<file path="config.mk">
export PLATFORM = sky130hd
export DESIGN_NAME = i2c_xlate_map_ctrl
export DESIGN_NICKNAME = d
export VERILOG_FILES = /design/src/rtl/i2c_xlate_map_ctrl.sv
export SDC_FILE = /design/constraint.sdc
export NUM_CORES = 1
export LEC_CHECK = 0
export ABC_AREA = 1
export CAP_MARGIN = 10
export CORE_MARGIN = 4
export CORE_UTILIZATION = 35
export CTS_BUF_LIST = sky130_fd_sc_hd__clkbuf_4 sky130_fd_sc_hd__clkbuf_8
export DETAILED_ROUTE_END_ITERATION = 10
export DONT_BUFFER_PORTS = 1
export HOLD_SLACK_MARGIN = 0.05
export SKIP_CTS_REPAIR_TIMING = 1
export SLEW_MARGIN = 20
export SYNTH_ARGS = -nofsm -noshare
export SYNTH_HDL_FRONTEND = slang
export SYNTH_SLANG_ARGS = --single-unit
</file>
<file path="constraint.sdc">
create_clock -name clk -period 2.1 [get_ports clk]
set_input_delay 0.42 -clock clk [delete_from_list [all_inputs] [get_ports clk]]
set_output_delay 0.42 -clock clk [all_outputs]
set_load 0.005 [all_outputs]
</file>
<file path="src/rtl/i2c_xlate_map_ctrl.sv">
// I2C address translation map: 4-entry {valid, src, dst} table scanned one
// entry per clock, lowest matching index wins, with saturating hit/miss counters.
module i2c_xlate_map_ctrl #(
   parameter int ADDR_W = 7,
   parameter int CNT_W  = 8
) (
   input  logic              clk,
   input  logic              reset,
   input  logic              enable,
   input  logic              cfg_wr_en,
   input  logic [1:0]        cfg_idx,
   input  logic [ADDR_W-1:0] cfg_src,
   input  logic [ADDR_W-1:0] cfg_dst,
   input  logic              cfg_valid,
   output logic              cfg_ready,
   input  logic              lk_req,
   input  logic [ADDR_W-1:0] lk_addr,
   output logic              lk_ack,
   output logic [ADDR_W-1:0] lk_addr_out,
   output logic              lk_hit,
   output logic              busy,
   output logic [CNT_W-1:0]  hit_count,
   output logic [CNT_W-1:0]  miss_count
);

   typedef enum logic [1:0] {IDLE, SCAN, RESP} state_t;

   state_t                       state;
   logic [1:0]                   idx;
   logic [ADDR_W-1:0]            addr_q;
   logic [3:0]                   ent_valid;
   logic [3:0][ADDR_W-1:0]       ent_src;
   logic [3:0][ADDR_W-1:0]       ent_dst;
   logic                         match;

   assign match = ent_valid[idx] && (ent_src[idx] == addr_q);

   always_ff @(posedge clk) begin
      if (!reset) begin
         state       <= IDLE;
         idx         <= 2'd0;
         addr_q      <= '0;
         ent_valid   <= '0;
         ent_src     <= '0;
         ent_dst     <= '0;
         cfg_ready   <= 1'b1;
         busy        <= 1'b0;
         lk_ack      <= 1'b0;
         lk_hit      <= 1'b0;
         lk_addr_out <= '0;
         hit_count   <= '0;
         miss_count  <= '0;
      end else begin
         lk_ack <= 1'b0;
         case (state)
            IDLE: begin
               // Table write and lookup may share an edge; the scan starts on
               // the following edge and so sees the freshly written entry.
               if (cfg_wr_en && cfg_ready) begin
                  ent_valid[cfg_idx] <= cfg_valid;
                  ent_src[cfg_idx]   <= cfg_src;
                  ent_dst[cfg_idx]   <= cfg_dst;
               end
               if (lk_req) begin
                  busy      <= 1'b1;
                  cfg_ready <= 1'b0;
                  if (enable) begin
                     addr_q <= lk_addr;
                     idx    <= 2'd0;
                     state  <= SCAN;
                  end else begin
                     lk_addr_out <= lk_addr;
                     lk_hit      <= 1'b0;
                     lk_ack      <= 1'b1;
                     state       <= RESP;
                  end
               end
            end
            SCAN: begin
               // enable is deliberately ignored here so a started scan completes.
               if (match) begin
                  lk_addr_out <= ent_dst[idx];
                  lk_hit      <= 1'b1;
                  lk_ack      <= 1'b1;
                  state       <= RESP;
                  if (hit_count != '1) hit_count <= hit_count + CNT_W'(1);
               end else if (idx == 2'd3) begin
                  lk_addr_out <= addr_q;
                  lk_hit      <= 1'b0;
                  lk_ack      <= 1'b1;
                  state       <= RESP;
                  if (miss_count != '1) miss_count <= miss_count + CNT_W'(1);
               end else begin
                  idx <= idx + 2'd1;
               end
            end
            RESP: begin
               state     <= IDLE;
               busy      <= 1'b0;
               cfg_ready <= 1'b1;
            end
            default: begin
               state     <= IDLE;
               busy      <= 1'b0;
               cfg_ready <= 1'b1;
            end
         endcase
      end
   end

endmodule

</file>
==> run_results.csv <==
group,metric,value,unit
timing,finalCritPeriodShare,0.9106,
floorplanning,start_util,0.3571,
setup_path,start_kind,"flop",
timing,fmax,523.0,MHz
grt,track_usage,0.1603,
clock_network,clk_latency,380,ps
clock_network,htreeDepth,3,
route,antenna_left,0,
placed_design,place_ws,28.06,ps
placed_design,gp_congestion,0.8681,
yosys,yosysSeqAreaShare,0.4148,
yosys,netlist_instances,678,
route,drc_errors,0,
yosys,mappedNetlistNets,710,
timing,clock_skew,10.51,ps
finish,fin_nets,704,
hold_path,hp-class,"primary input to flop",
route,vias_per_cell,5.095,
clock_network,clk_pin_slew,100,ps
clock_network,cts_sinks,98,
finish,diodes,0,
placed_design,post-dp-hpwl,8866,um
grt,antenna_found_initial,0,
yosys,ys.flop_type,"dfxtp_1",
yosys,synth_top_cell_by_area,"dfxtp_1",
clock_network,cts_tree,"done",
timing,slew_headroom,0.6501,
yosys,synth_most_common_cell,"nand2_1",
power,p_per_area,781.7,nW/um^2
run_status,status,"finished clean",
finish,syn2layout_area_growth,9.444,%
power,p_leak,2.025,nW
setup_path,critPathKind,"flop to flop",
route,via_count,4346,
yosys,yosys.cell_types.count,35,
yosys,yosysWarnings,0,
yosys,synth.top_cell.area_share,0.4148,
power,vdd_drop_max,0.2841,mV
timing,worst_pin_slew,523.4,ps
floorplanning,rows,42,
timing,maxSlewViolCount,0,
clock_network,cts_made_buffers,9,
floorplanning,die_height,124.2,um
setup_path,cp-end-kind,"flop",
clock_network,clockBufferDepth,2,
setup_path,required,2350,ps
finish,nFillCells,1418,
floorplanning,fp.dieArea,15440,um^2
yosys,synthArstFlopShare,0,
route,post_drt_wl_per_cell,14.58,um
grt,grt_max_degree,54,
setup_path,cp_max_fo,17,
grt,grt_pass1_vias,3906,
yosys,avgSynthCellArea,6.976,um^2
yosys,synth-seq-cells,98,
route,initialDrtViolationCount,376,
placed_design,io_buffers,0,
grt,grt_pass1_wl,20540,um
finish,seq_area,1967,um^2
route,first_pass_iters,7,
yosys,yosys-top-cells-count,"nand2_1, dfxtp_1, a21oi_1, nand3_1, inv_1",
route,wl,12440,um
yosys,yosys-top-cells-area,"dfxtp_1, nand2_1, a21oi_1, nand3_1, o21ai_0",
finish,drive_above_1_share,0.09749,
timing,finalSetupTns,0,ps
timing,worst_slack,187.8,ps
floorplanning,core-area,13240,um^2
timing,hold_violations,0,
job,drv_cap,0,
grt,grt-ovfl-total,0,
timing,period_needed,1912,ps
clock_network,clock_tree.root_cell,"clkbuf_8",
timing,setup_viol,0,
yosys,synth_edf_count,0,
yosys,syn_area,4730,um^2
floorplanning,pin_count,56,
setup_path,worstPathArrival,2170,ps
floorplanning,die_x,124.2,um
finish,multi_input_area,2312,um^2
-- worst max-delay path, stage by stage, from the launching register on --
cell and delay [ps]:
dfxtp_4 410, buf_12 150, nand2_1 60, nand3_1 140, nand2_1 70, nand2_1 50
nand2_1 60, nor2_1 130, nand2_2 100, nor2_8 180, nand2_8 100, clkinv_4 100
nand2_4 80, nand2_1 80, a21oi_1 60
-- where the power goes --
group / total (mW) / internal [mW] / switching [mW]
clock network: 1.43 / 0.750 / 0.678
registers: 2.01 / 1.94 / 0.0647
logic: 0.611 / 0.215 / 0.396
-- cells in the final DEF, fill, tap and decap left out, types with 3 or more instances in the layout --
cell type  instances
a21oi_1           85
buf_4             18
clkbuf_8          11
dfxtp_1           96
ha_1               3
inv_1             64
inv_2              5
nand2_1          142
nand2_2            4
nand3_1           85
nand3_2            4
nand4_1            9
nor2_1            43
nor2_2             6
nor3_1             4
o21ai_0           56
o22ai_1            6
xnor2_1            4
xor2_1             7
-- metal layers --
layer  vias to the layer above  global-route usage  wire [um]
met4                         0             0.05738        215
met2                       100              0.2414       5612
met3                        18             0.03866        800
li1                       2207                   -          -
met5                         -                   0          0
met1                      2021              0.2232       5808
-- per-stage QoR --
stage | hold WS, ps | utilization | total power [mW] | instances | cell area [um^2]
3_3_place_gp | 430.6 | 0.3694 | 2.632 | 835 | 4892
3_5_place_dp | 435.8 | 0.3694 | 2.639 | 835 | 4892
5_1_grt | 149.4 | 0.3909 | 4.261 | 853 | 5176
6_report | 150.0 | 0.3909 | 4.046 | 853 | 5176
4_1_cts | 129.2 | 0.3870 | 4.061 | 851 | 5125
2_1_floorplan | 420.1 | - | 2.517 | 678 | 4730
-- final timing paths --
kind,start,endpoint,slack [ps],cells past startpoint
worst min register to register,ent_dst[18],ent_dst[18],450,2
worst max register to register,idx[0],hit_count[7],190,14
worst max-delay path,idx[0],hit_count[7],190,14
worst min-delay path,reset,lk_hit,150,2
-- logic make-up after synthesis --
logic type | synth area share
AND/OR/NAND/NOR | 0.2960
flip-flops | 0.4148
adder cells (fa/ha/maj) | 0.007937
XOR/XNOR | 0.02037
buffers and inverters | 0.09973
AO/OA/AOI/OAI | 0.1611
-- flip-flops by register name, indices dropped and copies added, names as in the netlist --
signal       flops
addr_q           7
hit_count        8
ent_dst         28
lk_ack           1
ent_valid        4
lk_addr_out      7
miss_count       8
ent_src         28
lk_hit           1
busy             1
cfg_ready        1
idx              2
state            2
-- final cells by class --
cell class	instances	area share
clock inverter	4	0.01426
inverter	73	0.05584
multi-input combinational	471	0.4467
timing repair buffer	19	0.02997
tap	176	0.04254
clock buffer	12	0.03070
sequential	98	0.3800
Note: power is estimated with default switching activity, not from simulation.
